**config.mk**
```make
export PLATFORM = sky130hd
export DESIGN_NAME = alu_cmd_sequencer
export DESIGN_NICKNAME = d
export VERILOG_FILES = /design/src/rtl/alu_seq_pkg.sv /design/src/rtl/alu_seq_fifo.sv /design/src/rtl/alu_cmd_sequencer.sv
export SDC_FILE = /design/constraint.sdc
export NUM_CORES = 1
export LEC_CHECK = 0
export CAP_MARGIN = 0
export CORE_MARGIN = 8
export CORE_UTILIZATION = 32
export CTS_CLUSTER_DIAMETER = 60
export DETAILED_ROUTE_END_ITERATION = 12
export GPL_ROUTABILITY_DRIVEN = 0
export PLACE_DENSITY = 0.49
export SYNTH_ARGS = -nofsm -noshare
export SYNTH_HDL_FRONTEND = slang
export SYNTH_HIERARCHICAL = 1
export SYNTH_SLANG_ARGS = --single-unit
```
**constraint.sdc**
```tcl
create_clock -name i_clk -period 4 [get_ports i_clk]
set_input_delay 0.6 -clock i_clk [delete_from_list [all_inputs] [get_ports i_clk]]
set_output_delay 0.6 -clock i_clk [all_outputs]
set_load 0.1 [all_outputs]
```
**src/rtl/alu_seq_pkg.sv**
```systemverilog
// Shared types for the ALU command sequencer: command/response records and
// the issue state machine encoding.
package alu_seq_pkg;

  localparam int OP_W     = 2;
  localparam int DATA_W   = 4;
  localparam int STATUS_W = 4;

  // One queued operation heading for the ALU operand ports.
  typedef struct packed {
    logic [OP_W-1:0]   op;
    logic [DATA_W-1:0] A;
    logic [DATA_W-1:0] B;
  } alu_cmd_t;

  // One captured ALU answer, tagged with the opcode that produced it.
  typedef struct packed {
    logic [OP_W-1:0]     op;
    logic [DATA_W-1:0]   result;
    logic [STATUS_W-1:0] status;
  } alu_rsp_t;

  typedef enum logic [1:0] {
    IDLE  = 2'd0,
    RUN   = 2'd1,
    STALL = 2'd2
  } seq_state_t;

endpackage

```
**src/rtl/alu_seq_fifo.sv**
```systemverilog
// Synchronous FIFO with occupancy count. Pointers carry one extra MSB so
// full and empty are told apart when the index bits match. Pushes while
// full and pops while empty are ignored.
module alu_seq_fifo #(
  parameter int WIDTH = 8,
  parameter int DEPTH = 4
) (
  input  logic                     clk_i,
  input  logic                     rst_ni,
  input  logic                     push_i,
  input  logic [WIDTH-1:0]         data_i,
  input  logic                     pop_i,
  output logic [WIDTH-1:0]         data_o,
  output logic                     full_o,
  output logic                     empty_o,
  output logic [$clog2(DEPTH):0]   count_o
);

  localparam int AW = $clog2(DEPTH);

  logic [WIDTH-1:0] mem_q [DEPTH];
  logic [AW:0]      wrPtr_q;
  logic [AW:0]      rdPtr_q;
  logic             doPush;
  logic             doPop;

  assign full_o  = (wrPtr_q[AW] != rdPtr_q[AW]) && (wrPtr_q[AW-1:0] == rdPtr_q[AW-1:0]);
  assign empty_o = (wrPtr_q == rdPtr_q);
  assign count_o = wrPtr_q - rdPtr_q;
  assign doPush  = push_i && !full_o;
  assign doPop   = pop_i && !empty_o;
  assign data_o  = mem_q[rdPtr_q[AW-1:0]];

  // Advance read/write pointers; they wrap naturally modulo 2*DEPTH.
  always_ff @(posedge clk_i or negedge rst_ni) begin
    if (!rst_ni) begin
      wrPtr_q <= '0;
      rdPtr_q <= '0;
    end else begin
      if (doPush) wrPtr_q <= wrPtr_q + (AW+1)'(1);
      if (doPop)  rdPtr_q <= rdPtr_q + (AW+1)'(1);
    end
  end

  // Storage array; contents need no reset because the pointers gate visibility.
  always_ff @(posedge clk_i) begin
    if (doPush) mem_q[wrPtr_q[AW-1:0]] <= data_i;
  end

endmodule

```
**src/rtl/alu_cmd_sequencer.sv**
```systemverilog
// Initiator for a fixed-latency registered ALU. Commands are queued, issued
// one per cycle onto registered operand ports, tracked through a valid/op
// shift register, and their results captured into a response queue.
// Issue is credit-limited so a result always has a response slot waiting.
// N and M must match the widths declared in alu_seq_pkg.
// Optional build macro ALU_SEQ_ERRCNT_EN adds o_err_cnt, a saturating count
// of captured responses whose status is non-zero.
module alu_cmd_sequencer
  import alu_seq_pkg::*;
#(
  parameter int N       = OP_W,
  parameter int M       = DATA_W,
  parameter int DEPTH   = 4,
  parameter int ALU_LAT = 1
) (
  input  logic                i_clk,
  input  logic                i_reset,
  input  logic                i_cmd_valid,
  output logic                o_cmd_ready,
  input  logic [N-1:0]        i_cmd_op,
  input  logic [M-1:0]        i_cmd_A,
  input  logic [M-1:0]        i_cmd_B,
  output logic [N-1:0]        o_alu_op,
  output logic [M-1:0]        o_alu_A,
  output logic [M-1:0]        o_alu_B,
  input  logic [M-1:0]        i_alu_result,
  input  logic [STATUS_W-1:0] i_alu_status,
  output logic                o_rsp_valid,
  input  logic                i_rsp_ready,
  output logic [N-1:0]        o_rsp_op,
  output logic [M-1:0]        o_rsp_result,
  output logic [STATUS_W-1:0] o_rsp_status,
  output logic                o_busy
`ifdef ALU_SEQ_ERRCNT_EN
  ,
  output logic [7:0]          o_err_cnt
`endif
);

  localparam int CNT_W  = $clog2(DEPTH) + 1;
  localparam int STAGES = ALU_LAT + 1;
  localparam int LAST   = STAGES - 1;
  localparam logic [CNT_W:0] DEPTH_LIM = (CNT_W+1)'(DEPTH);

  alu_cmd_t         cmdIn;
  alu_cmd_t         cmdHead;
  alu_rsp_t         rspIn;
  alu_rsp_t         rspHead;
  logic             cmdFull;
  logic             cmdEmpty;
  logic [CNT_W-1:0] cmdCount;
  logic             rspFull;
  logic             rspEmpty;
  logic [CNT_W-1:0] rspCount;

  logic             cmdPush;
  logic             rspPush;
  logic             rspPop;
  logic             issue;
  logic             credit;
  logic [CNT_W:0]   inflightCnt;
  logic [CNT_W:0]   creditSum;
  logic [CNT_W:0]   cmdCountNext;
  logic             cmdEmptyNext;

  seq_state_t       state_q;
  seq_state_t       state_d;
  logic [N-1:0]     aluOp_q;
  logic [M-1:0]     aluA_q;
  logic [M-1:0]     aluB_q;
  logic [STAGES-1:0] vldPipe_q;
  logic [N-1:0]     opPipe_q [STAGES];

  assign cmdIn.op = i_cmd_op;
  assign cmdIn.A  = i_cmd_A;
  assign cmdIn.B  = i_cmd_B;

  assign o_cmd_ready = !cmdFull;
  assign cmdPush     = i_cmd_valid && o_cmd_ready;

  alu_seq_fifo #(
    .WIDTH($bits(alu_cmd_t)),
    .DEPTH(DEPTH)
  ) u_cmd_fifo (
    .clk_i  (i_clk),
    .rst_ni (i_reset),
    .push_i (cmdPush),
    .data_i (cmdIn),
    .pop_i  (issue),
    .data_o (cmdHead),
    .full_o (cmdFull),
    .empty_o(cmdEmpty),
    .count_o(cmdCount)
  );

  assign rspIn.op     = opPipe_q[LAST];
  assign rspIn.result = i_alu_result;
  assign rspIn.status = i_alu_status;
  assign rspPush      = vldPipe_q[LAST] && !rspFull;
  assign o_rsp_valid  = !rspEmpty;
  assign rspPop       = o_rsp_valid && i_rsp_ready;

  alu_seq_fifo #(
    .WIDTH($bits(alu_rsp_t)),
    .DEPTH(DEPTH)
  ) u_rsp_fifo (
    .clk_i  (i_clk),
    .rst_ni (i_reset),
    .push_i (rspPush),
    .data_i (rspIn),
    .pop_i  (rspPop),
    .data_o (rspHead),
    .full_o (rspFull),
    .empty_o(rspEmpty),
    .count_o(rspCount)
  );

  // Response outputs read zero whenever nothing is waiting, including reset.
  assign o_rsp_op     = o_rsp_valid ? rspHead.op     : '0;
  assign o_rsp_result = o_rsp_valid ? rspHead.result : '0;
  assign o_rsp_status = o_rsp_valid ? rspHead.status : '0;

  // Count results still travelling through the ALU.
  always_comb begin
    inflightCnt = '0;
    for (int i = 0; i < STAGES; i++) begin
      inflightCnt = inflightCnt + (CNT_W+1)'(vldPipe_q[i]);
    end
  end

  // A command may only go out if its result is guaranteed a response slot;
  // a pop in the same cycle is deliberately not credited.
  assign creditSum    = {1'b0, rspCount} + inflightCnt;
  assign credit       = (creditSum < DEPTH_LIM);
  assign issue        = !cmdEmpty && credit;
  assign cmdCountNext = {1'b0, cmdCount} + (CNT_W+1)'(cmdPush) - (CNT_W+1)'(issue);
  assign cmdEmptyNext = (cmdCountNext == '0);

  // Next-state logic: follows command queue occupancy and credit availability.
  always_comb begin
    state_d = state_q;
    case (state_q)
      IDLE: begin
        if (!cmdEmptyNext) state_d = RUN;
      end
      RUN: begin
        if (cmdEmptyNext)               state_d = IDLE;
        else if (!cmdEmpty && !credit)  state_d = STALL;
      end
      STALL: begin
        if (cmdEmptyNext)  state_d = IDLE;
        else if (credit)   state_d = RUN;
      end
      default: state_d = IDLE;
    endcase
  end

  // State register.
  always_ff @(posedge i_clk or negedge i_reset) begin
    if (!i_reset) state_q <= IDLE;
    else          state_q <= state_d;
  end

  // Drive operands on issue and shift each issue's valid bit and opcode
  // toward the capture point.
  always_ff @(posedge i_clk or negedge i_reset) begin
    if (!i_reset) begin
      aluOp_q   <= '0;
      aluA_q    <= '0;
      aluB_q    <= '0;
      vldPipe_q <= '0;
      for (int i = 0; i < STAGES; i++) opPipe_q[i] <= '0;
    end else begin
      if (issue) begin
        aluOp_q <= cmdHead.op;
        aluA_q  <= cmdHead.A;
        aluB_q  <= cmdHead.B;
      end
      vldPipe_q[0] <= issue;
      opPipe_q[0]  <= cmdHead.op;
      for (int i = 1; i < STAGES; i++) begin
        vldPipe_q[i] <= vldPipe_q[i-1];
        opPipe_q[i]  <= opPipe_q[i-1];
      end
    end
  end

  assign o_alu_op = aluOp_q;
  assign o_alu_A  = aluA_q;
  assign o_alu_B  = aluB_q;
  assign o_busy   = (state_q != IDLE) || (|vldPipe_q) || o_rsp_valid;

`ifdef ALU_SEQ_ERRCNT_EN
  logic [7:0] errCnt_q;

  // Saturating tally of captured responses that carried a non-zero status.
  always_ff @(posedge i_clk or negedge i_reset) begin
    if (!i_reset) begin
      errCnt_q <= '0;
    end else if (rspPush && (i_alu_status != '0) && (errCnt_q != 8'hFF)) begin
      errCnt_q <= errCnt_q + 8'd1;
    end
  end

  assign o_err_cnt = errCnt_q;
`else
  // Without the error counter nothing extra is observed about status.
`endif

endmodule

```
==> flow_summary.yaml <==
critical_path:
  cp-end-kind: "flop"
  path_max_fanout: 13
  worst-endpoint-arrival_ns: 3.49
  path_buf_inv: 3
  path_cells: "inv_1 -> ha_1 -> nand2_1 -> nor2_1 -> nor2_4 -> ha_1 -> inv_1 -> ha_1 -> inv_1 -> fa_1 -> xnor2_1 -> nor3b_1 -> a221oi_2"
  crit_slowest_cell: "dfrtp_1"
  required_ns: 4.22
  path_class: "flop to flop"
  worstSetupStartpointType: "flop"
  crit_family: "adder cells"
  cpPeakStageDelay_ns: 0.70
cts:
  clockBufferDepth: 2
  post-cts-setup-buffers: 0
  cts_hold_buffers: 0
  cts_tree: "done"
  clk_latency_ns: 0.35
  htreeDepth: 3
  cts_buffers: 9
  ctsResizeCount: 0
  clk_pin_slew_worst_paths_ns: 0.07
  cts.sinks: 110
  cts-root-buf: "clkbuf_16"
timing:
  tns_ns: 0
  worstMarginPinSlew_ns: 1.007
  setup_viol: 0
  final-hold-violation-count: 0
  fin_skew_ns: 0.009195
  post-route-period-util_pct: 81.66
  maxSlewHeadroom_pct: 32.66
  fmax_mhz: 306.2
  fin_crit_ns: 3.266
  finalMaxSlewViolations: 0
  rsz0062_at_grt: "false"
grt:
  overflow: 0
  grt_pass1_vias: 2527
  grtUsageMet1_pct: 11.63
  antenna_found_initial: 0
  use_met3_pct: 4.595
  grt_usage_pct: 9.897
  grt_max_degree: 31
  busiest_layer: "met2"
  met2_usage_pct: 16.00
  grt_pass1_wl_um: 13770
hold_path:
  hold_class: "flop to flop"
logic_synthesis:
  syn_avg_cell_area_um2: 17.65
  yosysWarnings: 6
  netlist_area_mm2: 0.004747
  ys_types: 33
  yosys_register_bits: 110
  syn_nets: 313
  synth_edf_count: 80
  synthFlopType: "edfxtp_1"
  synthCells: 269
  synth-seq-area-share_pct: 66.42
  ys_async_sr_fraction_pct: 27.27
finish:
  layout_commonest_cell: "edfxtp_1"
  layout_common_cells: "80 x edfxtp_1, 31 x clkdlybuf4s50_1, 30 x dfrtp_1, 24 x inv_1, 20 x mux4_2"
  antenna_cells: 0
  nets: 368
  area_delta_synth_final_pct: 19.45
  final_cell_area_mm2: 0.005670
  drive_above_1_share_pct: 24.62
floorplanning:
  fp.dieH_um: 137.8
  dieArea_mm2: 0.01899
  dieWidth_um: 137.8
  initial_core_util_pct: 32.66
  ioPinCount: 45
  core_mm2: 0.01453
  rows: 44
detailed_routing:
  dr.pass1.iters: 4
  drt_iter0_drc: 159
  vias: 2293
  via_per_inst: 4.470
  avgRoutedWirePerCell_um: 16.68
  wl_um: 8556
  ant_nets: 0
  drcViolationCount: 0
placed_design:
  port-buffer-count: 44
  dp_hpwl_um: 5736
  place_area_mm2: 0.005384
flow_run:
  drv_cap: 0
outcome:
  outcome: "finished clean"
layout make-up:
cell class                 instances  area, um2
clock buffer                      12      256.5
clock inverter                     4      30.03
fill                            1387       8864
inverter                          24      90.09
multi-input combinational        129       1458
sequential                       110       3153
tap                              184      230.2
timing repair buffer              50      452.9
worst register-to-register path: stages, from the launching register on:
cell and delay [ns]:
dfrtp_1 0.70, inv_1 0.17, ha_1 0.35, nand2_1 0.14
nor2_1 0.25, nor2_4 0.07, ha_1 0.27, inv_1 0.05
ha_1 0.15, inv_1 0.05, fa_1 0.37, xnor2_1 0.14
nor3b_1 0.31, a221oi_2 0.12
registers in the layout, indices dropped and copies added, names as in the netlist:
signal / flops
u_cmd_fifo/mem_q: 40
u_rsp_fifo/mem_q: 40
o_alu_A: 4
o_alu_B: 4
opPipe_q: 4
u_cmd_fifo/rdPtr_q: 3
u_cmd_fifo/wrPtr_q: 3
u_rsp_fifo/rdPtr_q: 3
u_rsp_fifo/wrPtr_q: 3
o_alu_op: 2
state_q: 2
vldPipe_q: 2
cell families (layout without fill, tap and decap cells):
group                      count (synthesis)  after routing  synth area share, %
buffers and inverters                     30             90                2.873
adders and majority gates                 22             22                6.273
DFF                                      110            110                66.42
AOI/OAI and AO/OA                         15             15                2.372
xor gates and xnor gates                  10             10                2.161
and+or+nand+nor                           44             44                5.166
muxes                                     38             38                14.73
cells in the mapped netlist (2+ instances only):
cell,n,area [um2]
edfxtp_1,80,2402
dfrtp_1,30,750.7
inv_1,24,90.09
mux4_2,20,450.4
ha_1,19,237.7
nor2b_1,15,93.84
mux2_4,13,195.2
nand2_1,11,41.29
and3_1,8,50.05
xnor2_1,8,70.07
o21ai_0,5,25.02
fa_1,3,60.06
mux2_2,3,33.78
nand3_1,3,15.01
a21oi_2,2,17.52
a31o_2,2,17.52
buf_1,2,7.510
buf_4,2,15.01
mux2i_1,2,20.02
nor2_1,2,7.510
o21ai_2,2,17.52
xor2_2,2,32.53
stage by stage:
step                setup slack [ns]  std cells  hold WS [ns]  util, %
floorplan                     0.3725        269        0.3044        -
global placement              0.7612        497        0.3323    37.04
detailed placement            0.7138        497        0.3347    37.04
CTS                           0.7022        513        0.3493    39.02
global route                  0.4565        513        0.3574    39.02
finish                        0.7337        513        0.3436    39.02
per-layer routing:
layer / vias to the layer above / routed length [um]
li1: 1101 / -
met4: 0 / 82
met3: 4 / 488
met5: - / 0
met1: 1146 / 3759
met2: 42 / 4224
worst paths after layout:
check | startpoint | to | slack, ns | depth (start not counted)
max | u_cmd_fifo/rdPtr_q[1] | state_q[0] | 0.73 | 13
min | opPipe_q[3] | opPipe_q[1] | 0.34 | 0
max reg2reg | u_cmd_fifo/rdPtr_q[1] | state_q[0] | 0.73 | 13
min reg2reg | opPipe_q[3] | opPipe_q[1] | 0.34 | 0
max in group asynchronous | i_reset | o_alu_op[0] | 3.01 | 2
min in group asynchronous | i_reset | u_rsp_fifo/wrPtr_q[2] | 0.67 | 2
Power is left out: the tool's default activity adds up to more than one toggle a clock period on the data nets, which glitch-free logic cannot reach.
